<file path="config.mk">
export PLATFORM = sky130hd
export DESIGN_NAME = vdma_burst_scheduler
export DESIGN_NICKNAME = d
export VERILOG_FILES = /design/src/rtl/vdma_burst_scheduler_pkg.sv /design/src/rtl/vdma_burst_scheduler_chan_tracker.sv /design/src/rtl/vdma_burst_scheduler.sv
export SDC_FILE = /design/constraint.sdc
export NUM_CORES = 1
export LEC_CHECK = 0
export ABC_AREA = 1
export CORE_MARGIN = 2
export CORE_UTILIZATION = 50
export DETAILED_ROUTE_END_ITERATION = 10
export GPL_ROUTABILITY_DRIVEN = 1
export MAX_ROUTING_LAYER = met4
export PLACE_DENSITY = 0.81
export SYNTH_ARGS = -nofsm -noshare
export SYNTH_HDL_FRONTEND = slang
export SYNTH_SLANG_ARGS = --single-unit
export TNS_END_PERCENT = 10
</file>
<file path="constraint.sdc">
create_clock -name clock -period 10 [get_ports clock]
set_input_delay 1.5 -clock clock [delete_from_list [all_inputs] [get_ports clock]]
set_output_delay 1.5 -clock clock [all_outputs]
set_load 0.02 [all_outputs]
</file>
<file path="src/rtl/vdma_burst_scheduler_pkg.sv">
// Shared definitions for the VDMA burst scheduler: scheduler state encoding,
// channel direction constants and the beat-size helper.
package vdma_sched_pkg;

    typedef enum logic [1:0] {
        ST_IDLE,
        ST_ARB,
        ST_ISSUE,
        ST_WAIT_DONE
    } sched_state_t;

    localparam logic DIR_WR = 1'b0;
    localparam logic DIR_RD = 1'b1;

    // Bytes moved per AXI beat for a given data-bus width in bits.
    function automatic int unsigned beat_bytes(input int unsigned dsize);
        return dsize / 8;
    endfunction

endpackage

</file>
<file path="src/rtl/vdma_burst_scheduler_chan_tracker.sv">
// Per-channel frame position tracker for the VDMA burst scheduler.
// Keeps the current line index, beats remaining in the line and the line
// start address, and derives the next burst length and byte address.
//
// Ports:
//   clock, rst_n              clock / async active-low reset
//   load                      restart at line 0 of the frame (uses cfg inputs)
//   advance                   the burst of n beats has completed
//   frame_base, line_stride   byte address of line 0 / distance between lines
//   line_beats, vactive       beats per line / lines per frame
//   n                         beats in the next burst, min(BURST_LEN, beats_left)
//   addr                      byte address of the next burst
//   line_start                next burst begins a line
//   line_end                  next burst finishes the line
//   frame_wrap                next burst finishes the last line of the frame
module vdma_chan_tracker
    import vdma_sched_pkg::*;
#(
    parameter int unsigned AXI_DSIZE = 512,
    parameter int unsigned ASIZE     = 32,
    parameter int unsigned BURST_LEN = 32
) (
    input  logic             clock,
    input  logic             rst_n,
    input  logic             load,
    input  logic             advance,
    input  logic [ASIZE-1:0] frame_base,
    input  logic [ASIZE-1:0] line_stride,
    input  logic [15:0]      line_beats,
    input  logic [15:0]      vactive,
    output logic [8:0]       n,
    output logic [ASIZE-1:0] addr,
    output logic             line_start,
    output logic             line_end,
    output logic             frame_wrap
);

    localparam int unsigned BEAT_BYTES = beat_bytes(AXI_DSIZE);
    localparam logic [15:0] BURST_MAX  = 16'(BURST_LEN);

    logic [15:0]      line_idx;
    logic [15:0]      beats_left;
    logic [15:0]      beats_done;
    logic [ASIZE-1:0] line_addr;
    logic             last_line;

    assign n          = (beats_left > BURST_MAX) ? 9'(BURST_LEN) : beats_left[8:0];
    assign beats_done = line_beats - beats_left;
    assign addr       = line_addr + ASIZE'(beats_done) * ASIZE'(BEAT_BYTES);
    assign line_start = (beats_left == line_beats);
    assign line_end   = (beats_left <= BURST_MAX);
    assign last_line  = (line_idx == vactive - 16'd1);
    assign frame_wrap = line_end && last_line;

    always_ff @(posedge clock or negedge rst_n) begin
        if (!rst_n) begin
            line_idx   <= '0;
            beats_left <= '0;
            line_addr  <= '0;
        end else if (load) begin
            line_idx   <= '0;
            beats_left <= line_beats;
            line_addr  <= frame_base;
        end else if (advance) begin
            if (line_end) begin
                beats_left <= line_beats;
                if (last_line) begin
                    line_idx  <= '0;
                    line_addr <= frame_base;
                end else begin
                    line_idx  <= line_idx + 16'd1;
                    line_addr <= line_addr + line_stride;
                end
            end else begin
                beats_left <= beats_left - 16'(n);
            end
        end
    end

endmodule

</file>
<file path="src/rtl/vdma_burst_scheduler.sv">
// VDMA burst scheduler: shares one AXI burst-command port between the write
// channel (drains the write stream FIFO into memory) and the read channel
// (fills the read stream FIFO from memory) over a single-frame buffer.
//
// Ports:
//   clock, rst_n                  clock / async active-low reset
//   enable                        run request; config latched on its rising edge
//   frame_base, line_stride       frame geometry in bytes
//   line_beats, vactive           beats per line / lines per frame
//   wr_data_count, rd_space       write FIFO fill / read FIFO free space
//   cmd_valid, cmd_ready          burst command handshake
//   cmd_dir, cmd_addr, cmd_len    command payload (0 = write, len = beats-1)
//   cmd_done                      completion pulse of the outstanding burst
//   busy                          scheduler not idle
//   lines_stored                  lines written but not yet read back
//   wr_frame_done, rd_frame_done  one-cycle pulses when a channel wraps
//   cfg_err                       latched configuration was invalid
module vdma_burst_scheduler
    import vdma_sched_pkg::*;
#(
    parameter int unsigned AXI_DSIZE = 512,
    parameter int unsigned ASIZE     = 32,
    parameter int unsigned BURST_LEN = 32,
    parameter int unsigned CSIZE     = 10
) (
    input  logic             clock,
    input  logic             rst_n,
    input  logic             enable,
    input  logic [ASIZE-1:0] frame_base,
    input  logic [ASIZE-1:0] line_stride,
    input  logic [15:0]      line_beats,
    input  logic [15:0]      vactive,
    input  logic [CSIZE-1:0] wr_data_count,
    input  logic [CSIZE-1:0] rd_space,
    output logic             cmd_valid,
    input  logic             cmd_ready,
    output logic             cmd_dir,
    output logic [ASIZE-1:0] cmd_addr,
    output logic [7:0]       cmd_len,
    input  logic             cmd_done,
    output logic             busy,
    output logic [15:0]      lines_stored,
    output logic             wr_frame_done,
    output logic             rd_frame_done,
    output logic             cfg_err
);

    sched_state_t state, next_state;

    logic             enable_q;
    logic             latch;
    logic             cfg_ok;
    logic             last_grant;
    logic [ASIZE-1:0] cfg_base, cfg_stride;
    logic [15:0]      cfg_beats, cfg_vactive;
    logic [ASIZE-1:0] eff_base, eff_stride;
    logic [15:0]      eff_beats, eff_vactive;

    logic [8:0]       wr_n, rd_n, sel_n;
    logic [ASIZE-1:0] wr_addr, rd_addr, sel_addr;
    logic             wr_line_start, wr_line_end, wr_frame_wrap;
    logic             rd_line_start, rd_line_end, rd_frame_wrap;
    logic             wr_adv, rd_adv, done_evt;
    logic             wr_elig, rd_elig, any_elig, grant_dir;

    assign latch  = (state == ST_IDLE) && enable && !enable_q;
    assign cfg_ok = (line_beats != '0) && (vactive != '0);

    // The trackers reload in the latch cycle, before the config registers
    // hold the new values, so they see the live inputs at that moment.
    assign eff_base    = latch ? frame_base  : cfg_base;
    assign eff_stride  = latch ? line_stride : cfg_stride;
    assign eff_beats   = latch ? line_beats  : cfg_beats;
    assign eff_vactive = latch ? vactive     : cfg_vactive;

    assign done_evt = (state == ST_WAIT_DONE) && cmd_done;
    assign wr_adv   = done_evt && (cmd_dir == DIR_WR);
    assign rd_adv   = done_evt && (cmd_dir == DIR_RD);

    vdma_chan_tracker #(
        .AXI_DSIZE (AXI_DSIZE),
        .ASIZE     (ASIZE),
        .BURST_LEN (BURST_LEN)
    ) u_wr_trk (
        .clock       (clock),
        .rst_n       (rst_n),
        .load        (latch),
        .advance     (wr_adv),
        .frame_base  (eff_base),
        .line_stride (eff_stride),
        .line_beats  (eff_beats),
        .vactive     (eff_vactive),
        .n           (wr_n),
        .addr        (wr_addr),
        .line_start  (wr_line_start),
        .line_end    (wr_line_end),
        .frame_wrap  (wr_frame_wrap)
    );

    vdma_chan_tracker #(
        .AXI_DSIZE (AXI_DSIZE),
        .ASIZE     (ASIZE),
        .BURST_LEN (BURST_LEN)
    ) u_rd_trk (
        .clock       (clock),
        .rst_n       (rst_n),
        .load        (latch),
        .advance     (rd_adv),
        .frame_base  (eff_base),
        .line_stride (eff_stride),
        .line_beats  (eff_beats),
        .vactive     (eff_vactive),
        .n           (rd_n),
        .addr        (rd_addr),
        .line_start  (rd_line_start),
        .line_end    (rd_line_end),
        .frame_wrap  (rd_frame_wrap)
    );

    // Occupancy only gates a channel when it is about to open a new line.
    always_comb begin
        wr_elig  = (32'(wr_data_count) >= 32'(wr_n)) &&
                   (!wr_line_start || (lines_stored < cfg_vactive));
        rd_elig  = (32'(rd_space) >= 32'(rd_n)) &&
                   (!rd_line_start || (lines_stored != '0));
        any_elig = wr_elig || rd_elig;
        if (wr_elig && rd_elig) begin
            grant_dir = ~last_grant;
        end else begin
            grant_dir = wr_elig ? DIR_WR : DIR_RD;
        end
        sel_n    = (grant_dir == DIR_WR) ? wr_n : rd_n;
        sel_addr = (grant_dir == DIR_WR) ? wr_addr : rd_addr;
    end

    always_ff @(posedge clock or negedge rst_n) begin
        if (!rst_n) begin
            state <= ST_IDLE;
        end else begin
            state <= next_state;
        end
    end

    always_comb begin
        next_state = state;
        case (state)
            ST_IDLE: begin
                if (latch && cfg_ok) begin
                    next_state = ST_ARB;
                end
            end
            ST_ARB: begin
                if (!enable) begin
                    next_state = ST_IDLE;
                end else if (any_elig) begin
                    next_state = ST_ISSUE;
                end
            end
            ST_ISSUE: begin
                if (cmd_ready) begin
                    next_state = ST_WAIT_DONE;
                end
            end
            ST_WAIT_DONE: begin
                if (cmd_done) begin
                    next_state = enable ? ST_ARB : ST_IDLE;
                end
            end
            default: next_state = ST_IDLE;
        endcase
    end

    assign cmd_valid = (state == ST_ISSUE);
    assign busy      = (state != ST_IDLE);

    always_ff @(posedge clock or negedge rst_n) begin
        if (!rst_n) begin
            enable_q      <= 1'b0;
            cfg_base      <= '0;
            cfg_stride    <= '0;
            cfg_beats     <= '0;
            cfg_vactive   <= '0;
            cfg_err       <= 1'b0;
            last_grant    <= DIR_RD;
            cmd_dir       <= DIR_WR;
            cmd_addr      <= '0;
            cmd_len       <= '0;
            lines_stored  <= '0;
            wr_frame_done <= 1'b0;
            rd_frame_done <= 1'b0;
        end else begin
            enable_q      <= enable;
            wr_frame_done <= 1'b0;
            rd_frame_done <= 1'b0;

            if (latch) begin
                cfg_base     <= frame_base;
                cfg_stride   <= line_stride;
                cfg_beats    <= line_beats;
                cfg_vactive  <= vactive;
                cfg_err      <= !cfg_ok;
                lines_stored <= '0;
            end

            if ((state == ST_ARB) && enable && any_elig) begin
                cmd_dir    <= grant_dir;
                last_grant <= grant_dir;
                cmd_addr   <= sel_addr;
                cmd_len    <= 8'(sel_n - 9'd1);
            end

            if (wr_adv) begin
                if (wr_line_end && (lines_stored < cfg_vactive)) begin
                    lines_stored <= lines_stored + 16'd1;
                end
                wr_frame_done <= wr_frame_wrap;
            end
            if (rd_adv) begin
                if (rd_line_end && (lines_stored != '0)) begin
                    lines_stored <= lines_stored - 16'd1;
                end
                rd_frame_done <= rd_frame_wrap;
            end
        end
    end

endmodule

</file>
==> impl_metrics.json, run 1 <==
{
  "synth_flop_cell": "dfrtp_1",
  "async_reset_ff_share_pct": 100,
  "endpoint_kind": "register",
  "hold_buffers": 0,
  "status": "finished, final reports clean",
  "cts-root-buf": "clkbuf_16",
  "start_util_pct": 50.6,
  "min_to": "last_grant",
  "ir_drop_mv": 0.267,
  "gp_congestion": 1.02,
  "crit_path_frequent_cell": "nand2_1",
  "critical_path_class": "input port to register",
  "rsz0062_at_grt": "false",
  "power_density_mw_per_mm2": 421,
  "r2r_slack_ns": 3.43,
  "drcViolationCount": 0,
  "final_nets": 3850,
  "numPortBuffers": 182,
  "post-cts-setup-buffers": 0,
  "grt_max_degree": 76,
  "diodes": 0,
  "final_common_cell": "nand2_1",
  "hold_path_class": "register to register",
  "arrival_ns": 7.77,
  "syn_inst": 3402,
  "yosys_warnings": 0,
  "antenna_left": 0,
  "yosysSeqAreaShare_pct": 30.6,
  "hold_violations": 0,
  "cts.sinks": 288,
  "cts_buffers": 35,
  "wl_per_cell_um": 19.5,
  "mostFrequentLayoutCells": "nand2_1, inv_1, nand3_1",
  "dieArea_mm2": 0.0489,
  "cp_slowest_cell": "o21ai_0",
  "drt_iter0_drc": 2474,
  "leakagePower_nw": 13.6,
  "cap_violations": 0,
  "combPwrFrac_pct": 69.7,
  "worst-path-buf-inv": 6,
  "cts-resized-gates": 0,
  "seqPwrFrac_pct": 18.6,
  "period_share_pct": 73.0,
  "min_path_cells": 2,
  "finalMaxSlewViolations": 0,
  "r2r-end": "cmd_addr[27]",
  "period_needed_ns": 7.30,
  "syn-cell-area_mm2": 0.0236,
  "tightest_slew_ns": 1.02,
  "cts_tree": "done",
  "drtPass1Iterations": 5,
  "num_vias": 24100,
  "grt-ovfl-total": 0,
  "start_kind": "input port",
  "clk_pin_slew_ns": 0.06,
  "io_pins": 183,
  "p_int_mw": 5.24,
  "dp_hpwl_mm": 61.8,
  "cts_max_level": 2,
  "num_rows": 79,
  "cp.required_ns": 10.47,
  "rr_startpoint": "state[0]",
  "fin_tns_setup_ns": 0,
  "max_freq_mhz": 137,
  "timing.slew.headroom_pct": 31.5,
  "p_sw_share_pct": 54.0,
  "finClkSkew_ns": 0.0213,
  "antenna_found_initial": 0,
  "ys_ff_latch": 288,
  "track_usage_pct": 33.8,
  "grt_pass1_vias": 22500,
  "setup_viol_count_final": 0,
  "core_area_mm2": 0.0466,
  "layout-drive-gt1-share_pct": 4.47,
  "worstRegToRegCells": 26,
  "critPathTopFamily": "compound AO/OA/AOI/OAI gates",
  "slowest_delay_ns": 0.62,
  "syn_area_per_cell_um2": 6.93,
  "grt_pass1_wl_mm": 127,
  "drt_wl_total_mm": 81.7,
  "p_switching_mw": 6.14,
  "die_w_um": 221,
  "yosysUniqueCellTypes": 62,
  "avgViaCountPerCell": 5.74,
  "die_h_um": 221,
  "synth_edf_count": 0,
  "clock_path_buffers": 3,
  "fin_hold_ws_ns": 0.481,
  "areaGrowthSynthToFinish_pct": 14.8,
  "min_from": "last_grant",
  "p_clk_share_pct": 11.7,
  "insertion_delay_ns": 0.57,
  "crit_fanout": 53
}
[cell usage after synthesis, drive strengths merged (4+ instances only)]
library cell	instances	share of area, %
o221ai	5	0.19
a21o	19	0.61
o31ai	5	0.16
a221oi	4	0.15
o22ai	30	1.1
a21oi	256	5.4
a21boi	7	0.22
xnor2	41	1.5
nand3b	20	0.69
nor2	261	4.6
dfrtp	287	30
a31oi	24	0.64
nor3b	4	0.13
nor4	22	0.58
ha	165	8.8
o21a	10	0.32
o21bai	14	0.45
nand4	44	1.2
xor2	114	4.3
clkbuf	50	0.80
a22oi	12	0.38
nand3	296	6.3
o211ai	24	0.83
buf	41	1.1
o21ai	206	4.4
nand2	932	15
nor3	35	0.74
inv	420	6.7
or2	17	0.45
a211oi	6	0.19
fa	6	0.51
[worst reg2reg max path, cell delays in order (launching register included)]
cell	delay, ns
dfrtp_1	0.46
nor2_4	0.58
nand2_4	0.50
clkinv_2	0.37
buf_4	0.49
nand2_1	0.12
nand2_1	0.23
ha_1	0.27
inv_1	0.08
nor3_1	0.17
nand2_1	0.08
o211ai_1	0.17
a21oi_1	0.12
o21bai_1	0.21
xnor2_1	0.15
inv_1	0.06
ha_1	0.35
nand2_1	0.09
nor2_1	0.14
nand4_1	0.09
o211ai_1	0.36
a21oi_1	0.16
o21ai_0	0.62
nand2_1	0.16
a21oi_1	0.16
o21ai_0	0.10
a31oi_1	0.19
[layer usage]
| metal | GRT usage, % | vias to the layer above | part of all wire [%] |
|---|---|---|---|
| met1 | 45.2 | 11200 | 43 |
| met2 | 51.6 | 1111 | 44 |
| met4 | 11.9 | 0 | 3.9 |
| met3 | 6.05 | 161 | 9.0 |
| met5 | - | - | 0 |
| li1 | - | 11600 | - |
[registers in the layout, summed over array words and instances (netlist names), named ones only]
name                 cells
wr_frame_done            1
cmd_dir                  1
cmd_addr                32
u_wr_trk.line_addr      32
cfg_vactive             16
u_rd_trk.beats_left     15
cfg_beats               16
u_rd_trk.line_addr      32
u_wr_trk.beats_left     15
cfg_base                32
state                    1
u_wr_trk.line_idx       16
lines_stored            16
cmd_len                  8
cfg_err                  1
rd_frame_done            1
last_grant               1
enable_q                 1
u_rd_trk.line_idx       16
cfg_stride              32
[final cells by class]
cell class / instances / area (um^2)
Timing Repair Buffer: 203 / 1980
Clock inverter: 11 / 145
Inverter: 422 / 1590
Tap cell: 607 / 759
Fill cell: 4424 / 19500
Multi-Input combinational cell: 2608 / 14400
Clock buffer: 51 / 1010
Sequential cell: 288 / 7210
[stage by stage]
stage | cells | worst slack [ns] | power (mW) | utilization [%] | area, um^2
6_report | 4190 | 2.70 | 11.4 | 58.1 | 27000
5_1_grt | 4190 | 1.90 | 12.4 | 58.1 | 27000
3_5_place_dp | 4128 | 2.26 | 9.84 | 55.6 | 25900
2_1_floorplan | 3409 | 3.90 | 7.63 | - | 23600
3_3_place_gp | 4128 | 2.41 | 9.82 | 55.6 | 25900
4_1_cts | 4190 | 2.77 | 11.2 | 58.1 | 27000
[power groups by stage]
stage,Combinational [mW],Clock (mW),Sequential [mW]
detailed placement,7.72,0,2.12
floorplan,5.63,0,2.00
global route,8.85,1.38,2.15
global placement,7.72,0,2.11
finish,7.94,1.33,2.12
CTS,7.79,1.34,2.10
[worst max path at each step]
| stage | startpoint | endpoint | slack [ns] | cells after the start |
|---|---|---|---|---|
| finish | enable | cmd_addr[27] | 2.70 | 28 |
| detailed placement | enable | cmd_addr[27] | 2.26 | 28 |
| global route | enable | cmd_addr[27] | 1.90 | 28 |
| global placement | enable | cmd_addr[29] | 2.41 | 28 |
| CTS | enable | cmd_addr[27] | 2.77 | 28 |
| floorplan | enable | cmd_addr[29] | 3.90 | 30 |
[logic make-up (layout without fill, tap and decap cells)]
group	Yosys count	after routing	synth area share (%)
and+or+nand+nor	1637	1637	30.0
muxes	3	3	0.127
buffers and inverters	513	687	8.64
xor gates and xnor gates	156	156	5.92
other	1	8	0.0159
adders and majority gates	171	171	9.27
AOI/OAI and AO/OA	633	633	15.4
DFF	288	288	30.6
(Power assumes the default switching activity.)
==> run 2, diff against run 1 <==
==> constraint.sdc (replaced) <==
create_clock -name clock -period 7.1 [get_ports clock]
set_input_delay 1.065 -clock clock [delete_from_list [all_inputs] [get_ports clock]]
set_output_delay 1.065 -clock clock [all_outputs]
set_load 0.02 [all_outputs]
==> run 2 against run 1 <==
Net effect:
- combinational power grew 41%
- hold slack got worse by 0.0081 ns
- cell count is 0.17% higher
==> impl_metrics.json, run 2 (synthesized netlist as in run 1, its figures left out) <==
{
  "fillerInstances": 4443,
  "placed_area_mm2": 0.0260,
  "antenna_found_initial": 0,
  "r2r_slack_ns": 1.10,
  "clock_path_buffers": 3,
  "antenna_left": 0,
  "min_path_cells": 2,
  "leakagePower_nw": 13.7,
  "clk_pin_slew_ns": 0.06,
  "met2_wirelength_mm": 35.4,
  "finalMaxSlewViolations": 0,
  "avgViaCountPerCell": 5.73,
  "timing.slew.headroom_pct": 38.6,
  "final_nets": 3857,
  "highest_layer": "met4",
  "period_share_pct": 88.5,
  "rsz0062_at_grt": "false",
  "cp.required_ns": 7.59,
  "num_vias": 24100,
  "hold_violations": 0,
  "crit_fanout": 25,
  "fin_tns_setup_ns": 0,
  "critPathTopFamily": "compound AO/OA/AOI/OAI gates",
  "min_from": "last_grant",
  "cp_slowest_cell": "o21ai_0",
  "layout-drive-gt1-share_pct": 4.74,
  "cts_max_level": 2,
  "num_rows": 79,
  "routed-wl-met3_mm": 7.08,
  "grt_max_degree": 125,
  "cts_buffers": 35,
  "die_w_um": 221,
  "r2r-end": "cmd_addr[29]",
  "ir_drop_mv": 0.404,
  "track_usage_pct": 33.7,
  "drt_iter0_drc": 2602,
  "hold_buffers": 0,
  "crit_path_frequent_cell": "o21ai_0",
  "layout.area.seq_mm2": 0.00721,
  "min_to": "last_grant",
  "core_area_mm2": 0.0466,
  "worst-path-buf-inv": 4,
  "final_cells": 4197,
  "final_common_cell": "nand2_1",
  "start_kind": "input port",
  "mostFrequentLayoutCells": "nand2_1, inv_1, nand3_1",
  "cap_violations": 0,
  "grt-ovfl-total": 0,
  "wl_per_cell_um": 19.3,
  "gp_congestion": 1.03,
  "dp_slack_ns": 0.371,
  "drtPass1Iterations": 7,
  "hold_path_class": "register to register",
  "die_h_um": 221,
  "dieArea_mm2": 0.0489,
  "critical_path_class": "input port to register",
  "setup_ws_ns": 0.820,
  "drcViolationCount": 0,
  "drt_wl_total_mm": 81.1,
  "max_freq_mhz": 159,
  "rr_startpoint": "state[0]",
  "arrival_ns": 6.77,
  "cts-root-buf": "clkbuf_16",
  "dp_cells": 4135,
  "met1_length_mm": 34.7,
  "areaGrowthSynthToFinish_pct": 15.3,
  "dp_hpwl_mm": 61.4,
  "finClkSkew_ns": 0.0255,
  "power_density_mw_per_mm2": 591,
  "multi_input_area_mm2": 0.0143,
  "design_area_mm2": 0.0272,
  "grt_pass1_wl_mm": 128,
  "status": "finished, final reports clean",
  "cts.sinks": 288,
  "post-cts-setup-buffers": 0,
  "tightest_slew_ns": 0.911,
  "io_pins": 183,
  "setup_viol_count_final": 0,
  "cts-resized-gates": 0,
  "period_needed_ns": 6.28,
  "grt_pass1_vias": 22700,
  "diodes": 0,
  "start_util_pct": 50.6,
  "insertion_delay_ns": 0.58,
  "cts_tree": "done",
  "slowest_delay_ns": 0.56,
  "worstRegToRegCells": 25,
  "numPortBuffers": 182,
  "endpoint_kind": "register",
  "total_power_mw": 16.1
}
## run 2: cell types whose count changed in the layout (fill, tap and decap cells not counted), sizes merged
cell	delta
clkinvlp	+2
clkinv	-1
clkbuf	-2
bufinv	+1
buf	+7
## run 2: final cells by class
type	count	share of cell area (%)
clock buffer	49	3.75
tap	607	2.80
multi-input combinational	2608	52.8
clock inverter	13	0.695
timing repair buffer	210	7.59
sequential	288	26.5
inverter	422	5.83
## run 2: worst register-to-register path, cell delays in order, from the launching register on
cell	delay, ns
dfrtp_1	0.47
nor2_4	0.62
nand2_4	0.34
clkinv_2	0.35
o21ai_0	0.34
ha_1	0.48
nand2_1	0.09
nor3_1	0.15
nand2_1	0.08
o211ai_1	0.17
a21oi_1	0.12
o21bai_1	0.21
nand2_1	0.08
o2bb2ai_1	0.15
o21ai_0	0.22
xnor2_1	0.17
inv_1	0.08
ha_1	0.35
nand2_1	0.09
o21ai_0	0.17
a21oi_1	0.09
o21ai_0	0.56
nand3_1	0.18
a21oi_1	0.16
o21ai_0	0.09
a21oi_1	0.13
## run 2: worst max-delay path by stage
| stage | startpoint | cells past startpoint | to |
|---|---|---|---|
| floorplan | enable | 30 | cmd_addr[29] |
| global placement | enable | 26 | cmd_addr[29] |
| detailed placement | enable | 27 | cmd_addr[29] |
| CTS | enable | 27 | cmd_addr[29] |
| global route | enable | 27 | cmd_addr[27] |
| finish | enable | 27 | cmd_addr[29] |
## run 2: metal layers
metal	vias up	track usage [%]
met5	-	-
met1	11200	45.7
met4	0	14.2
met2	1137	50.4
li1	11600	-
met3	188	5.06
## run 2: through the flow
step	utilization [%]	hold WS [ns]
floorplan	-	0.452
global placement	55.8	0.467
detailed placement	55.8	0.465
CTS	58.4	0.476
global route	58.4	0.504
finish	58.4	0.473
## run 2: power by group
part           switching [mW]  internal (mW)  total (mW)
clock network           0.768           1.15        1.92
logic                    7.18           3.99        11.2
registers               0.670           2.31        2.98
==> run 3, diff against run 2 <==
--- a/config.mk
+++ b/config.mk
@@ -11,7 +11,7 @@
 export DETAILED_ROUTE_END_ITERATION = 10
 export GPL_ROUTABILITY_DRIVEN = 1
 export MAX_ROUTING_LAYER = met4
-export PLACE_DENSITY = 0.81
+export PLACE_DENSITY = 0.84
 export SYNTH_ARGS = -nofsm -noshare
 export SYNTH_HDL_FRONTEND = slang
 export SYNTH_SLANG_ARGS = --single-unit
==> constraint.sdc (replaced) <==
create_clock -name clock -period 5.7 [get_ports clock]
set_input_delay 0.855 -clock clock [delete_from_list [all_inputs] [get_ports clock]]
set_output_delay 0.855 -clock clock [all_outputs]
set_load 0.02 [all_outputs]
==> run 3 against run 2 <==
Net effect:
- non-clock buffer count rose by 43
- flip-flop and latch count stayed put
- clock-buffer cell count unchanged
- critical path depth unchanged
- die area did not move
- worst setup slack worse by 0.36 ns
- sequential share of layout area fell by 0.26 points
==> impl_metrics.json, run 3 (synthesized netlist as in run 1, its figures left out) <==
{
  "status": "finished, final reports clean",
  "track_usage_pct": 33.8,
  "tightest_slew_ns": 0.998,
  "fillerInstances": 4324,
  "drt_iter0_drc": 2571,
  "setup_ws_ns": 0.457,
  "drt_wl_total_mm": 81.4,
  "layout-drive-gt1-share_pct": 5.70,
  "diodes": 0,
  "drcViolationCount": 0,
  "insertion_delay_ns": 0.57,
  "finalMaxSlewViolations": 0,
  "cts_buffers": 36,
  "post-cts-setup-buffers": 0,
  "grt_pass1_wl_mm": 128,
  "crit_fanout": 11,
  "io_pins": 183,
  "start_kind": "input port",
  "drtPass1Iterations": 8,
  "cts-root-buf": "clkbuf_16",
  "areaGrowthSynthToFinish_pct": 16.5,
  "final_cells": 4239,
  "dieArea_mm2": 0.0489,
  "hold_violations": 0,
  "die_w_um": 221,
  "setup_viol_count_final": 0,
  "dp_cells": 4178,
  "die_h_um": 221,
  "dp_hpwl_mm": 62.4,
  "arrival_ns": 5.68,
  "wl_per_cell_um": 19.2,
  "max_freq_mhz": 191,
  "avgViaCountPerCell": 5.74,
  "antenna_found_initial": 0,
  "cts.sinks": 288,
  "final_common_cell": "nand2_1",
  "cp.required_ns": 6.14,
  "total_power_mw": 20.4,
  "ir_drop_mv": 0.402,
  "grt_pass1_vias": 23200,
  "hold_path_class": "input port to asynchronous set/reset pin",
  "clock_path_buffers": 3,
  "dp_slack_ns": -0.147,
  "antenna_left": 0,
  "period_needed_ns": 5.24,
  "timing.slew.headroom_pct": 33.2,
  "gp_congestion": 1.03,
  "cts_max_level": 2,
  "start_util_pct": 50.6,
  "numPortBuffers": 182,
  "period_share_pct": 92.0,
  "finClkSkew_ns": 0.0181,
  "mostFrequentLayoutCells": "nand2_1, inv_1, nand3_1",
  "grt_max_degree": 136,
  "clk_pin_slew_ns": 0.06,
  "power_density_mw_per_mm2": 743,
  "final_nets": 3901,
  "critical_path_class": "input port to register",
  "core_area_mm2": 0.0466,
  "rsz0062_at_grt": "false",
  "cts_tree": "done",
  "grt-ovfl-total": 0,
  "num_vias": 24300,
  "num_rows": 79,
  "endpoint_kind": "register",
  "leakagePower_nw": 13.9,
  "cap_violations": 0
}
==> run 3: cell types whose count changed in the layout (fill, tap and decap cells not counted), moves of 3 or more <==
cell	before	now
buf_4	26	69
clkbuf_8	7	1
o21ai_0	197	193
clkinv_4	1	4
o21ai_1	8	12
clkbuf_1	6	11
==> run 3: power by group <==
group / total [mW] / switching [mW] / internal, mW / leakage (nW)
sequential: 3.68 / 0.801 / 2.88 / 3.58
clock: 2.35 / 0.962 / 1.39 / 0.561
combinational: 14.4 / 9.09 / 5.28 / 9.72
total: 20.4 / 10.9 / 9.54 / 13.9
==> run 3: area by class of cell <==
cell class	instances	area, um^2	share of cell area [%]
inverter	422	1590	5.78
tap	607	759	2.77
multi-input combinational	2608	14300	52.3
sequential	288	7210	26.3
clock inverter	12	178	0.647
clock buffer	49	981	3.57
timing repair buffer	253	2380	8.69
==> run 3: critical path, cell delays in order <==
cell and delay [ns]:
clkdlybuf4s50_1 0.47, inv_2 0.13, nor2_8 0.04, nand2_4 0.09, buf_4 0.21, nor2_1 0.07, a21oi_1 0.15, inv_1 0.12
ha_1 0.37, nand2_1 0.13, o21ai_0 0.12, a21oi_1 0.22, o21ai_0 0.11, buf_4 0.14, a221oi_1 0.45, o21bai_1 0.11
a21oi_1 0.18, xnor2_1 0.11, ha_1 0.36, nand2_1 0.10, nor2_1 0.18, nand4_1 0.12, o221ai_1 0.28, nand4_1 0.15
xor2_1 0.17, a21oi_1 0.14, a21oi_1 0.08
==> run 3: path summary, 6_finish.rpt <==
check	startpoint	to	slack, ns	depth (start not counted)
worst max register to register	register	cmd_addr[29]	0.82	25
min in group clock	last_grant	last_grant	0.48	2
worst max-delay path	enable	cmd_addr[29]	0.46	27
worst min-delay path	rst_n	cfg_stride[16]	0.34	1
worst min register to register	last_grant	last_grant	0.48	2
max in group asynchronous	rst_n	u_wr_trk.beats_left[11]	4.04	2
==> run 3: what timing repair did <==
action | CTS | global route
endpoints found under the setup margin | 0 | 9
endpoints found under the hold margin | 0 | 0
resized for setup | 0 | 4
hold buffers | 0 | 0
==> run 3: per-layer routing <==
layer	track usage, %	part of all wire [%]	vias to the layer above
li1	-	-	11700
met1	44.2	42	11300
met2	50.9	44	1122
met3	5.26	8.3	238
met4	17.4	5.5	0
met5	-	0	-
==> run 3: metrics by stage <==
| stage | TNS [ns] | hold WS (ns) | instance area [um^2] | util, % |
|---|---|---|---|---|
| after detailed placement | -0.424 | 0.465 | 26300 | 56.5 |
| after CTS | 0 | 0.369 | 27400 | 59.0 |
| final | 0 | 0.341 | 27400 | 59.0 |
| after global placement | -0.139 | 0.465 | 26300 | 56.5 |
| after global routing | 0 | 0.413 | 27400 | 59.0 |
| after floorplan | 0 | 0.452 | 23600 | - |
